===== src/rtl/hidden_cpu_feeder_if.sv =====
// ---------------------------------------------------------------------------
// hidden_cpu_feeder_if
//   Signal bundle between host/test logic, the feeder and the HiddenCPU pins.
//
//   load_valid/load_ready/load_data/load_last : program load port (6-bit words)
//   start                                     : single-cycle run request
//   pc_in                                     : CPU `out` pins, read as PC
//   cpu_bus                                   : CPU `in` pins {instr, rst, clk}
//   busy/done/halt_cause/step_count           : run status
//   step (FEEDER_SINGLE_STEP_EN only)         : advances one CPU cycle
//
//   slave  : feeder side
//   master : host / CPU side
//
//   Build option: FEEDER_SINGLE_STEP_EN adds the step signal.
// ---------------------------------------------------------------------------
interface hidden_cpu_feeder_if;
  logic       load_valid;
  logic       load_ready;
  logic [5:0] load_data;
  logic       load_last;
  logic       start;
  logic [7:0] pc_in;
  logic [7:0] cpu_bus;
  logic       busy;
  logic       done;
  logic       halt_cause;
  logic [7:0] step_count;
`ifdef FEEDER_SINGLE_STEP_EN
  logic       step;

  modport slave (
    input  load_valid, load_data, load_last, start, pc_in, step,
    output load_ready, cpu_bus, busy, done, halt_cause, step_count
  );

  modport master (
    output load_valid, load_data, load_last, start, pc_in, step,
    input  load_ready, cpu_bus, busy, done, halt_cause, step_count
  );
`else
  modport slave (
    input  load_valid, load_data, load_last, start, pc_in,
    output load_ready, cpu_bus, busy, done, halt_cause, step_count
  );

  modport master (
    output load_valid, load_data, load_last, start, pc_in,
    input  load_ready, cpu_bus, busy, done, halt_cause, step_count
  );
`endif
endinterface


===== src/rtl/hidden_cpu_feeder.sv =====
// ---------------------------------------------------------------------------
// hidden_cpu_feeder
//   Host-side driver for the 8-bit HiddenCPU pin bus. Loads a program of
//   6-bit instructions into a small memory, then resets and clocks the CPU,
//   presenting mem[pc] on every CPU cycle where pc is read back from the
//   CPU's output pins.
//
//   Parameters
//     DEPTH     : program memory entries (power of two, 2..256)
//     HALF      : system clocks per CPU clock phase (>= 2)
//     MAX_STEPS : CPU cycles before a forced halt (1..255)
//
//   Ports
//     clk : system clock
//     rst : asynchronous, active-high reset
//     fb  : hidden_cpu_feeder_if.slave (load port, start, pc_in, cpu_bus,
//           busy/done/halt_cause/step_count)
//
//   Build option: FEEDER_SINGLE_STEP_EN -- when defined, each SETUP phase
//   waits for fb.step after its HALF count before raising the CPU clock.
//
// state      | meaning
// -----------+------------------------------------------------------------
// IDLE       | ready for load words or a start pulse
// LOAD       | streaming program words into memory
// CPURST_LO  | CPU reset asserted, CPU clock low
// CPURST_HI  | CPU reset asserted, CPU clock high
// SETUP      | CPU clock low, instruction mem[pc_q] presented
// HIGH       | CPU clock high, instruction held; pc sampled at the end
// HALT       | run finished, raise done and return to IDLE
// ---------------------------------------------------------------------------
module hidden_cpu_feeder #(
  parameter int DEPTH     = 16,
  parameter int HALF      = 2,
  parameter int MAX_STEPS = 255
) (
  input  logic                 clk,
  input  logic                 rst,
  hidden_cpu_feeder_if.slave   fb
);

  localparam int AW = $clog2(DEPTH);
  localparam int CW = (HALF > 2) ? $clog2(HALF) : 1;
  localparam logic [CW-1:0] CNT_LOAD  = CW'(HALF - 1);
  localparam logic [8:0]    DEPTH9    = 9'(DEPTH);
  localparam logic [7:0]    MAX_STEP8 = 8'(MAX_STEPS);

  typedef enum logic [2:0] {
    S_IDLE,
    S_LOAD,
    S_CPURST_LO,
    S_CPURST_HI,
    S_SETUP,
    S_HIGH,
    S_HALT
  } state_e;

  state_e        state_q, state_d;
  logic [CW-1:0] cnt_q, cnt_d;
  logic [8:0]    wr_ptr_q, wr_ptr_d;
  logic [8:0]    prog_len_q, prog_len_d;
  logic [AW-1:0] pc_q, pc_d;
  logic [7:0]    step_count_q, step_count_d;
  logic          halt_cause_q, halt_cause_d;
  logic          done_q, done_d;
  logic          busy_q, busy_d;
  logic          load_ready_q, load_ready_d;
  logic [7:0]    cpu_bus_q, cpu_bus_d;

  logic [5:0]    mem_q [DEPTH];
  logic          mem_we;
  logic [AW-1:0] mem_waddr;
  logic [5:0]    mem_rd;

  logic          cnt_tc;
  logic          load_fire;
  logic          wr_full;
  logic          setup_go;
  logic [7:0]    step_inc;

  assign cnt_tc    = (cnt_q == '0);
  assign load_fire = fb.load_valid && load_ready_q;
  assign wr_full   = (wr_ptr_q == DEPTH9);
  assign mem_rd    = mem_q[pc_q];
  assign step_inc  = step_count_q + 8'd1;

`ifdef FEEDER_SINGLE_STEP_EN
  assign setup_go = cnt_tc && fb.step;
`else
  assign setup_go = cnt_tc;
`endif

  // Program memory: no reset, contents are undefined until loaded.
  always_ff @(posedge clk) begin
    if (mem_we) begin
      mem_q[mem_waddr] <= fb.load_data;
    end
  end

  always_comb begin
    state_d      = state_q;
    cnt_d        = cnt_q;
    wr_ptr_d     = wr_ptr_q;
    prog_len_d   = prog_len_q;
    pc_d         = pc_q;
    step_count_d = step_count_q;
    halt_cause_d = halt_cause_q;
    done_d       = done_q;
    mem_we       = 1'b0;
    mem_waddr    = wr_ptr_q[AW-1:0];

    case (state_q)
      S_IDLE: begin
        if (load_fire) begin
          mem_we    = 1'b1;
          mem_waddr = '0;
          wr_ptr_d  = 9'd1;
          done_d    = 1'b0;
          // A one-word program completes immediately.
          if (fb.load_last) begin
            prog_len_d = 9'd1;
          end else begin
            state_d = S_LOAD;
          end
        end else if (fb.start) begin
          done_d       = 1'b0;
          step_count_d = 8'd0;
          halt_cause_d = 1'b0;
          if (prog_len_q == 9'd0) begin
            state_d = S_HALT;
          end else begin
            state_d = S_CPURST_LO;
            cnt_d   = CNT_LOAD;
            pc_d    = '0;
          end
        end
      end

      S_LOAD: begin
        if (wr_full) begin
          // Memory full: words are dropped until the last one shows up.
          if (fb.load_valid && fb.load_last) begin
            prog_len_d = DEPTH9;
            state_d    = S_IDLE;
          end
        end else if (load_fire) begin
          mem_we   = 1'b1;
          wr_ptr_d = wr_ptr_q + 9'd1;
          if (fb.load_last) begin
            prog_len_d = wr_ptr_q + 9'd1;
            state_d    = S_IDLE;
          end
        end
      end

      S_CPURST_LO: begin
        if (cnt_tc) begin
          state_d = S_CPURST_HI;
          cnt_d   = CNT_LOAD;
        end else begin
          cnt_d = cnt_q - CW'(1);
        end
      end

      S_CPURST_HI: begin
        if (cnt_tc) begin
          state_d = S_SETUP;
          cnt_d   = CNT_LOAD;
        end else begin
          cnt_d = cnt_q - CW'(1);
        end
      end

      S_SETUP: begin
        if (setup_go) begin
          state_d = S_HIGH;
          cnt_d   = CNT_LOAD;
        end else if (!cnt_tc) begin
          cnt_d = cnt_q - CW'(1);
        end
      end

      S_HIGH: begin
        if (cnt_tc) begin
          // Only the low address bits are kept: pc_q is used solely to
          // address memory, and only while it is inside the program.
          pc_d         = fb.pc_in[AW-1:0];
          step_count_d = step_inc;
          if ({1'b0, fb.pc_in} >= prog_len_q) begin
            state_d      = S_HALT;
            halt_cause_d = 1'b0;
          end else if (step_inc == MAX_STEP8) begin
            state_d      = S_HALT;
            halt_cause_d = 1'b1;
          end else begin
            state_d = S_SETUP;
            cnt_d   = CNT_LOAD;
          end
        end else begin
          cnt_d = cnt_q - CW'(1);
        end
      end

      S_HALT: begin
        done_d  = 1'b1;
        state_d = S_IDLE;
      end

      default: begin
        state_d = S_IDLE;
      end
    endcase
  end

  // Pin and status outputs follow the current state through one register,
  // so every bus transition lands exactly one clock after the state change.
  always_comb begin
    cpu_bus_d = 8'h00;
    busy_d    = 1'b0;
    case (state_q)
      S_CPURST_LO: begin
        cpu_bus_d = 8'h02;
        busy_d    = 1'b1;
      end
      S_CPURST_HI: begin
        cpu_bus_d = 8'h03;
        busy_d    = 1'b1;
      end
      S_SETUP: begin
        cpu_bus_d = {mem_rd, 2'b00};
        busy_d    = 1'b1;
      end
      S_HIGH: begin
        cpu_bus_d = {cpu_bus_q[7:2], 2'b01};
        busy_d    = 1'b1;
      end
      default: begin
        cpu_bus_d = 8'h00;
        busy_d    = 1'b0;
      end
    endcase
  end

  // Ready is derived from the next state so the word that fills memory
  // also drops ready; no extra word slips in behind it.
  always_comb begin
    load_ready_d = (state_d == S_IDLE) ||
                   ((state_d == S_LOAD) && (wr_ptr_d != DEPTH9));
  end

  always_ff @(posedge clk or posedge rst) begin
    if (rst) begin
      state_q      <= S_IDLE;
      cnt_q        <= '0;
      wr_ptr_q     <= 9'd0;
      prog_len_q   <= 9'd0;
      pc_q         <= '0;
      step_count_q <= 8'd0;
      halt_cause_q <= 1'b0;
      done_q       <= 1'b0;
      busy_q       <= 1'b0;
      load_ready_q <= 1'b0;
      cpu_bus_q    <= 8'h00;
    end else begin
      state_q      <= state_d;
      cnt_q        <= cnt_d;
      wr_ptr_q     <= wr_ptr_d;
      prog_len_q   <= prog_len_d;
      pc_q         <= pc_d;
      step_count_q <= step_count_d;
      halt_cause_q <= halt_cause_d;
      done_q       <= done_d;
      busy_q       <= busy_d;
      load_ready_q <= load_ready_d;
      cpu_bus_q    <= cpu_bus_d;
    end
  end

  assign fb.load_ready = load_ready_q;
  assign fb.cpu_bus    = cpu_bus_q;
  assign fb.busy       = busy_q;
  assign fb.done       = done_q;
  assign fb.halt_cause = halt_cause_q;
  assign fb.step_count = step_count_q;

endmodule


===== src/flat_wrapper.sv =====
// flat-port wrapper written by rule: the top's interface ports become plain ports
module hidden_cpu_feeder_flat 
#(
  parameter int DEPTH     = 16,
  parameter int HALF      = 2,
  parameter int MAX_STEPS = 255
)
  (clk, rst, fb_load_valid, fb_load_data, fb_load_last, fb_start, fb_pc_in, fb_load_ready, fb_cpu_bus, fb_busy, fb_done, fb_halt_cause, fb_step_count);
  hidden_cpu_feeder_if fb_i ();
  input  logic clk;
  input  logic rst;
  input wire logic [$bits(fb_i.load_valid)-1:0] fb_load_valid;
  input wire logic [$bits(fb_i.load_data)-1:0] fb_load_data;
  input wire logic [$bits(fb_i.load_last)-1:0] fb_load_last;
  input wire logic [$bits(fb_i.start)-1:0] fb_start;
  input wire logic [$bits(fb_i.pc_in)-1:0] fb_pc_in;
  output wire logic [$bits(fb_i.load_ready)-1:0] fb_load_ready;
  output wire logic [$bits(fb_i.cpu_bus)-1:0] fb_cpu_bus;
  output wire logic [$bits(fb_i.busy)-1:0] fb_busy;
  output wire logic [$bits(fb_i.done)-1:0] fb_done;
  output wire logic [$bits(fb_i.halt_cause)-1:0] fb_halt_cause;
  output wire logic [$bits(fb_i.step_count)-1:0] fb_step_count;
  assign fb_i.load_valid = fb_load_valid;
  assign fb_i.load_data = fb_load_data;
  assign fb_i.load_last = fb_load_last;
  assign fb_i.start = fb_start;
  assign fb_i.pc_in = fb_pc_in;
  assign fb_load_ready = fb_i.load_ready;
  assign fb_cpu_bus = fb_i.cpu_bus;
  assign fb_busy = fb_i.busy;
  assign fb_done = fb_i.done;
  assign fb_halt_cause = fb_i.halt_cause;
  assign fb_step_count = fb_i.step_count;
  hidden_cpu_feeder #(.DEPTH(DEPTH), .HALF(HALF), .MAX_STEPS(MAX_STEPS)) u_core (.clk(clk), .rst(rst), .fb(fb_i));
endmodule

===== config.mk =====
export PLATFORM = sky130hd
export DESIGN_NAME = hidden_cpu_feeder_flat
export DESIGN_NICKNAME = d
export VERILOG_FILES = /design/src/rtl/hidden_cpu_feeder_if.sv /design/src/rtl/hidden_cpu_feeder.sv /design/src/flat_wrapper.sv
export SDC_FILE = /design/constraint.sdc
export NUM_CORES = 1
export LEC_CHECK = 0
export ABC_AREA = 1
export BUFFER_PORTS_ARGS = -buffer_cell sky130_fd_sc_hd__buf_2
export CORE_MARGIN = 2
export CORE_UTILIZATION = 23
export DETAILED_ROUTE_END_ITERATION = 16
export GPL_ROUTABILITY_DRIVEN = 0
export HOLD_SLACK_MARGIN = 0.15
export PLACE_DENSITY = 0.36
export SLEW_MARGIN = 20
export SYNTH_ARGS = -nofsm -noshare
export SYNTH_HDL_FRONTEND = slang
export SYNTH_SLANG_ARGS = --single-unit

===== constraint.sdc =====
create_clock -name clk -period 1.8 [get_ports clk]
set_input_delay 0.27 -clock clk [delete_from_list [all_inputs] [get_ports clk]]
set_output_delay 0.27 -clock clk [all_outputs]
set_load 0.01 [all_outputs]

After elaboration in Yosys (flattened, before gate mapping)
Memory sizes are Yosys's and may differ from the RTL's.
Cells that the tools add are included.
- memories: 1
- bits in writable memories: 96
- register bits after elaboration: 46
- input port bits: 19
- logic and storage cells: 117
- eq/ne operators: 21
- add/subtract/negate cells: 3
- magnitude comparators: 1
- muxes and demuxes: 60
- reductions and logical operators: 19
- memories (memory ; words ; bits a word ; rd ports ; clocked after Yosys merged registers in ; wr ports ; RTL line ; source):
    u_core.mem_q ; 16 ; 6 ; 1 ; 0 ; 1 ; hidden_cpu_feeder.sv:70 ; logic [5:0] mem_q [DEPTH];
- operators with widths (operator ; count):
    $mux 9 ; 9
    $mux 3 ; 13
    $pmux 9 s2 ; 2
    $pmux 8 s4 ; 1
    $mux 4 ; 6
    $mux 8 ; 3
    $mux 1 ; 18
    $pmux 3 s6 ; 1
    $pmux 8 s2 ; 1
    $ne 2x2->1 const B ; 5
    $reduce_and 5->1 ; 2
    $add 9x1->9 const B ; 1
    $eq 3x3->1 const B ; 3
    $eq 9x5->1 const B ; 1
    $ge 8x9->1 ; 1
    $logic_not 9->1 ; 1
    $ne 9x5->1 const B ; 1
    $add 8x1->8 const B ; 1
    $eq 8x8->1 const B ; 1
    $pmux 4 s2 ; 1
    $reduce_and 4->1 ; 2
    $eq 3x1->1 const B ; 2
    $eq 3x2->1 const B ; 2
    $logic_not 3->1 ; 2
    other kinds (16) ; 24

Logic depth before layout (Yosys ltp)
Gate-level depths: netlist of run 1.
- word-level depth: 9
- mapped depth: 14
- mapped depth without buffers: 14

Least setup slack after synthesis of run 1
Ideal clock, no wire load.
- path kind: reg2reg
- from: reg u_core.wr_ptr_q[0]
- to: mem u_core.mem_q[2][0] (enable)
- period minus slack after synthesis: 2024 ps
- data required time: 1450 ps
- cell stages (with the launch flop): 12
- slack: -224 ps
- library setup time: 350 ps
- arrival time: 1674 ps
- path buffers: 0
- cells stage by stage: dfrtp_1 -> inv_1 -> ha_1 -> nand2_1 -> nor2_1 -> nand2_2 -> nand2_1 -> inv_1 -> nand2_1 -> nand2_2 -> nand4_1 -> nor2_1
- longest elaborated chain between the ends: 5
- elaborated cells between the ends (all ways): 7
- classes of those cells: eq/ne: 1; mux: 6
- RTL lines (element ; RTL line ; source):
    from (decl) ; hidden_cpu_feeder.sv:60 ; logic [8:0] wr_ptr_q, wr_ptr_d;
    from (signal assigned) ; hidden_cpu_feeder.sv:267 ; wr_ptr_q <= wr_ptr_d;
    $eq 9x5->1 ; hidden_cpu_feeder.sv:83 ; assign wr_full = (wr_ptr_q == DEPTH9);
    $mux 1 ; hidden_cpu_feeder.sv:140 ; if (wr_full) begin
    $pmux 1 s2 ; hidden_cpu_feeder.sv:112 ; case (state_q)
    $mux 1 ; hidden_cpu_feeder.sv:95 ; if (mem_we) begin
    $mux 1 (not written as such) ; hidden_cpu_feeder.sv:96 ; mem_q[mem_waddr] <= fb.load_data;
    to (decl) ; hidden_cpu_feeder.sv:70 ;
Several ways; a longest one is shown, not always the timed one.

Worst setup path in the final report of run 1
- from: reg u_core.wr_ptr_q[1]
- to: mem u_core.mem_q[2][5] (enable)
The elaborated chain is that of the path after synthesis.

==> flow_metrics.tcl, run 1 <==
set metrics [dict create \
    status "finished, violations left" \
    violations "setup timing" \
    relSlewSlack_pct 67.5 \
    most-common-layout-cells "nand2_1, buf_4, edfxtp_1" \
    syn_avg_cell_area_um2 9.85 \
    pin_count 39 \
    setup.worst_path.class "reg -> reg" \
    antenna_found_initial 0 \
    cts_tree "built" \
    cts.path.max_buffers 2 \
    initial_utilization_pct 23.5 \
    first_global_vias 5397 \
    io_buffers 38 \
    max_freq_mhz 531 \
    core_um2 27900 \
    fin_setup_tns_ns -3.22 \
    grt_first_pass_wirelength_um 30500 \
    dp_cells 1162 \
    initialDrtViolationCount 365 \
    hold_class "in -> reg" \
    grt_overflow_total 0 \
    pwr-share-comb_pct 36.4 \
    synth.distinct_cells 33 \
    end_kind "flop" \
    p_sw_mw 4.29 \
    p_leak_nw 3.71 \
    dp_hpwl_um 14200 \
    yosysSeqAreaShare_pct 61.6 \
    final_nets 853 \
    yosysWarnings 0 \
    wl_per_cell_um 16.4 \
    slew_viol_final 0 \
    fp.dieW_um 173 \
    maxCapViolCount 0 \
    critPathMostFrequentCell "nand2_4" \
    worstPathMaxFanout 6 \
    syn_inst 665 \
    drive_gt1_share_pct 33.9 \
    critPathSlowestCell "dfrtp_1" \
    worstPathArrival_ns 2.00 \
    diodes 0 \
    clock-root-buffer "clkbuf_16" \
    power.share.switching_pct 35.3 \
    critPathMaxStageDelay_ns 0.38 \
    layout_commonest_cell "nand2_1" \
    setup.worst_path.start_class "flop" \
    cts_inserted_buffers 17 \
    worstMarginPinSlew_ns 0.488 \
    fin_crit_ns 1.88 \
    cp_cell_sequence "inv_2 -> ha_4 -> nand2_4 -> nor2_4 -> nand2_2 -> nand2_2 -> inv_2 -> nand2_4 -> nand2_4 -> nand4_1 -> buf_6 -> nor2_4" \
    power_mw 12.2 \
    finish.utilization_pct 32.6 \
    syn_area_um2 6550 \
    grt_setup_unrepaired "true" \
    route.vias.total 5304 \
    hold_viol_final 0 \
    die_h_um 173 \
    routed_wl_um 19800 \
    row_count 61 \
    post-route-period-util_pct 105 \
    p_int_mw 7.87 \
    clock-sinks 142 \
    grt_usage_pct 13.4 \
    p_clk_share_pct 30.3 \
    vias_per_cell 4.38 \
    drc 0 \
    cp.required_ns 1.91 \
    skew_ns 0.00967 \
    p_per_area_nw_per_um2 1340 \
    path_clk_slew_ns 0.06 \
    drtAntennaViolNets 0 \
    grt_max_degree 39 \
    syn_nets 698 \
    ys_ff_latch 142 \
    final_cell_count_no_fill 1211 \
    fin_ws_ns -0.0846 \
    peakVddDrop_mv 0.604 \
    clock_latency_ns 0.42 \
    seqPwrFrac_pct 33.3 \
    first_pass_iters 4 \
    setup_viol 77 \
    h-tree-depth 4 \
    die_area_um2 29900 \
    area_growth_pct 38.9 \
]
per-stage QoR:
stage	area, um2	setup slack, ns	hold slack [ns]
3_3_place_gp	7980	-0.240	0.286
4_1_cts	8760	-0.0453	0.208
2_1_floorplan	6600	-0.172	0.369
5_1_grt	9100	-0.165	0.222
6_report	9100	-0.0846	0.233
3_5_place_dp	7980	-0.238	0.286
area by class of cell:
class / instances / area [um2]
fill: 2933 / 18800
sequential: 142 / 4040
multi-input combinational: 434 / 2540
timing repair buffer: 158 / 1180
tap: 378 / 473
clock buffer: 17 / 425
inverter: 67 / 260
clock inverter: 15 / 184
repair_timing:
item | CTS | global route
pin swaps | 7 | 19
endpoints found under the hold margin | 16 | 0
endpoints found under the setup margin | 101 | 118
resized for setup | 42 | 62
buffers inserted | 2 | 12
gates cloned | 0 | 1
hold buffers | 2 | 0
synth_stat cells:
master / count / area (um2)
or2_1: 2 / 12.5
nor2_1: 100 / 375
nand4_1: 10 / 62.6
dfrtp_1: 46 / 1150
inv_2: 7 / 26.3
a21oi_2: 1 / 8.76
xor2_1: 4 / 35.0
a21oi_4: 1 / 16.3
xnor2_1: 1 / 8.76
nand2_1: 125 / 469
nor2_2: 1 / 6.26
inv_1: 60 / 225
ha_1: 14 / 175
nand3b_1: 1 / 7.51
nor2_4: 1 / 11.3
buf_4: 1 / 7.51
o21ai_0: 77 / 385
nand3_1: 26 / 130
a32o_1: 1 / 10.0
o22ai_1: 23 / 144
o21ai_2: 1 / 8.76
o221ai_1: 12 / 105
nor3_1: 6 / 30.0
edfxtp_1: 96 / 2880
nand3_2: 1 / 10.0
nand2_2: 6 / 37.5
clkbuf_1: 14 / 52.6
and2_1: 1 / 6.26
buf_2: 7 / 35.0
o211ai_1: 4 / 30.0
nand2_4: 1 / 11.3
o21a_1: 2 / 15.0
a21oi_1: 12 / 60.1
critical path, delay by kind of cell (launching register included):
family                     cells  cell delay [ns]
adders and majority gates      1             0.16
buffers and inverters          3             0.32
DFF                            1             0.38
and+or+nand+nor                8             0.71
power by group through the flow:
| stage | combinational, mW | sequential (mW) | clock (mW) |
|---|---|---|---|
| floorplan | 2.02 | 4.14 | 0 |
| global placement | 4.00 | 4.09 | 0 |
| detailed placement | 3.97 | 4.09 | 0 |
| CTS | 4.15 | 4.03 | 3.77 |
| global route | 4.90 | 4.08 | 3.91 |
| finish | 4.43 | 4.05 | 3.68 |
state kept, by name, summed over array words and instances (netlist names), 3 cells and up:
name	flops
u_core.fb.step_count	8
u_core.prog_len_q	9
u_core.wr_ptr_q	9
u_core.mem_q	96
u_core.pc_q	4
u_core.state_q	3
u_core.fb.cpu_bus	8
cell families (layout without fill, tap and decap cells):
logic type	after synthesis	count (layout)	share of synthesized area, %
and+or+nand+nor	281	281	17.9
DFF	142	142	61.6
AOI/OAI and AO/OA	134	134	12.0
buffers and inverters	89	257	5.29
adders and majority gates	14	14	2.67
xor gates and xnor gates	5	5	0.668
per-layer routing:
| layer | share of wire [%] | global-route usage (%) |
|---|---|---|
| met5 | 0 | 0 |
| met4 | 1.1 | 4.06 |
| met3 | 2.9 | 2.75 |
| met1 | 46 | 17.7 |
| met2 | 50 | 22.1 |
path summary, 6_finish.rpt:
check                      slack (ns)  depth (start not counted)                       to                 start
max reg2reg                     -0.08                         12       u_core.mem_q[2][5]    u_core.wr_ptr_q[1]
min reg2reg                      0.48                          2     u_core.fb.halt_cause  u_core.fb.halt_cause
min                              0.23                          3     u_core.prog_len_q[1]          fb_load_last
max                             -0.08                         12       u_core.mem_q[2][5]    u_core.wr_ptr_q[1]
min in group asynchronous        0.37                          3  u_core.fb.step_count[3]                   rst
max in group asynchronous        0.94                          4       u_core.wr_ptr_q[0]                   rst
(Power assumes the default switching activity.)
==> inputs of run 2 (changes only) <==
--- a/config.mk
+++ b/config.mk
@@ -10,3 +10,3 @@
 export CORE_MARGIN = 2
-export CORE_UTILIZATION = 23
+export CORE_UTILIZATION = 37
 export DETAILED_ROUTE_END_ITERATION = 16
@@ -14,3 +14,3 @@
 export HOLD_SLACK_MARGIN = 0.15
-export PLACE_DENSITY = 0.36
+export PLACE_DENSITY = 0.53
 export SLEW_MARGIN = 20
==> constraint.sdc (replaced) <==
create_clock -name clk -period 1.8 [get_ports clk]
set_input_delay 0.09 -clock clk [delete_from_list [all_inputs] [get_ports clk]]
set_output_delay 0.09 -clock clk [all_outputs]
set_load 0.01 [all_outputs]
==> run 2 against run 1 <==
  * Total power fell by 3.5%
  * Largest cell class unchanged
  * Sequential share of layout area rose by 1.8 points
  * Clock power fell by 7.6%
  * Core utilization rose by 18 points
  * Count of clock-buffer cells in the layout rose by 3
  * Worst hold slack improved by 0.13 ns
  * Maximum frequency rose by 1.8%
  * Clock skew barely moved
  * Global-route usage rose by 6.5 points
  * The flow still finishes with violations (setup timing)
  * Cell count fell by 14%
  * Largest power group unchanged
  * Critical path depth did not move
==> flow_metrics.tcl, run 2 (synthesized netlist as in run 1, its figures left out) <==
set metrics [dict create \
    io_buffers 38 \
    cp_cell_sequence "inv_2 -> ha_4 -> nand2_2 -> nor2_2 -> nand2_2 -> nand2_2 -> inv_2 -> nand2_4 -> nand2_4 -> nand4_1 -> buf_6 -> nor2_4" \
    setup.worst_path.class "reg -> reg" \
    worstPathMaxFanout 6 \
    p_per_area_nw_per_um2 1340 \
    r2r_cells 12 \
    grt_setup_unrepaired "true" \
    startpoint "u_core.wr_ptr_q[1]" \
    end_kind "flop" \
    antenna_found_initial 0 \
    multi_input_area_um2 2510 \
    worstMarginPinSlew_ns 0.617 \
    final_cell_count_no_fill 1046 \
    grt_overflow_total 0 \
    grt_usage_pct 19.9 \
    timing.rr.end "u_core.mem_q[2][4]" \
    drtAntennaViolNets 0 \
    dp_hpwl_um 12500 \
    fp.dieW_um 137 \
    pin_count 39 \
    initialDrtViolationCount 250 \
    die_h_um 137 \
    clock-root-buffer "clkbuf_16" \
    status "finished, violations left" \
    path_clk_slew_ns 0.06 \
    cts_inserted_buffers 17 \
    vias_per_cell 5.15 \
    rr_startpoint "u_core.wr_ptr_q[1]" \
    relSlewSlack_pct 58.8 \
    crit_path_end "u_core.mem_q[2][4]" \
    first_pass_iters 4 \
    critPathMaxStageDelay_ns 0.36 \
    row_count 48 \
    initial_utilization_pct 37.9 \
    reg_top3 "u_core.mem_q: 96 flops, u_core.prog_len_q: 9 flops, u_core.wr_ptr_q: 9 flops" \
    hold-worst-slack_ns 0.360 \
    die_area_um2 18800 \
    hold_class "in -> reg" \
    diodes 0 \
    routed_wl_um 18100 \
    cts.path.max_buffers 2 \
    layout_commonest_cell "nand2_1" \
    setup_viol 43 \
    area_growth_pct 33.6 \
    max_freq_mhz 540 \
    skew_ns 0.00986 \
    fin_ws_ns -0.0505 \
    grt_first_pass_wirelength_um 28100 \
    h-tree-depth 4 \
    largest_reg_flops 96 \
    critPathSlowestCell "dfrtp_1" \
    grt_max_degree 50 \
    post-place-ws_ns -0.145 \
    r2r_slack_ns -0.05 \
    final_nets 841 \
    fillers 1565 \
    peakVddDrop_mv 0.680 \
    seq_area_um2 4040 \
    slew_viol_final 0 \
    finish.utilization_pct 50.6 \
    fin_setup_tns_ns -0.949 \
    fin_crit_ns 1.85 \
    dp_cells 989 \
    drive_gt1_share_pct 31.1 \
    setup.worst_path.start_class "flop" \
    hold_viol_final 0 \
    core_um2 17300 \
    route.vias.total 5385 \
    drc 0 \
    p_leak_nw 3.62 \
    post-route-period-util_pct 103 \
    cts_tree "built" \
    critPathMostFrequentCell "nand2_2" \
    wl_per_cell_um 17.3 \
    violations "setup timing" \
    cp.required_ns 1.91 \
    worstPathArrival_ns 1.96 \
    most-common-layout-cells "nand2_1, edfxtp_1, buf_4" \
    clock-sinks 142 \
    maxCapViolCount 0 \
    top_register "u_core.mem_q" \
    clock_latency_ns 0.42 \
    first_global_vias 5426 \
]
==> run 2: changes by cell type in the layout (fill, tap and decap cells not counted), moves of 4 or more <==
cell           before  now
buf_4             100   82
buf_6              14    9
clkinv_2            0    4
dlygate4sd3_1       2   13
inv_1              46   42
inv_2              18   23
inv_6               5    1
nand3_2             6    2
o21ai_0            67   74
o21ai_1             9    1
==> run 2: final cells by class <==
class / count / area share, %
timing repair buffer: 146 / 12.6
sequential: 142 / 46.1
clock inverter: 12 / 1.37
inverter: 67 / 2.93
tap: 225 / 3.22
multi-input combinational: 434 / 28.7
clock buffer: 20 / 5.10
==> run 2: how the worst min path moves through the flow <==
stage / slack (ns) / startpoint / cells after the start / endpoint
final: 0.36 / fb_pc_in[7] / 8 / u_core.fb.halt_cause
after global routing: 0.40 / fb_pc_in[7] / 8 / u_core.state_q[1]
after CTS: 0.30 / fb_load_valid / 8 / u_core.state_q[0]
after detailed placement: 0.29 / rst / 3 / u_core.fb.cpu_bus[4]
after global placement: 0.27 / rst / 3 / u_core.fb.cpu_bus[2]
after floorplan: 0.19 / fb_load_data[0] / 0 / u_core.mem_q[0][0]
==> run 2: power breakdown <==
group          switching [mW]  internal [mW]  total [mW]
clock                    1.34           2.06        3.40
sequential              0.239           3.82        4.06
combinational            2.50           1.76        4.27
total                    4.08           7.65        11.7
==> run 2: through the flow <==
step           cell area, um2  power, mW
6_report                 8750       11.7
5_1_grt                  8750       12.4
4_1_cts                  8450       11.4
3_5_place_dp             7640       7.83
3_3_place_gp             7640       7.80
2_1_floorplan            6600       6.15
==> run 2: critical path: cells and delay by family, from the launching register on <==
| kind | cells | cell delay, ns |
|---|---|---|
| buffers and inverters | 3 | 0.32 |
| AND/OR/NAND/NOR | 8 | 0.70 |
| flip-flops | 1 | 0.36 |
| adder cells (fa/ha/maj) | 1 | 0.15 |
==> run 2: layer usage <==
metal  share of wire (%)  vias up  wire (um)  GRT usage, %
met5                   0        -          0             0
met4                 3.2        0        574          7.50
met3                 4.3       40        779          5.04
met2                  49      161       8880          33.4
met1                  43     2608       7830          24.8
li1                    -     2576          -             -
==> run 2: timing repair <==
action / CTS / global route
gates cloned: 0 / 1
resized for setup: 23 / 66
endpoints found under the setup margin: 98 / 115
pin swaps: 9 / 30
hold buffers: 13 / 0
buffers inserted: 4 / 8
hold endpoints to repair: 150 / 0
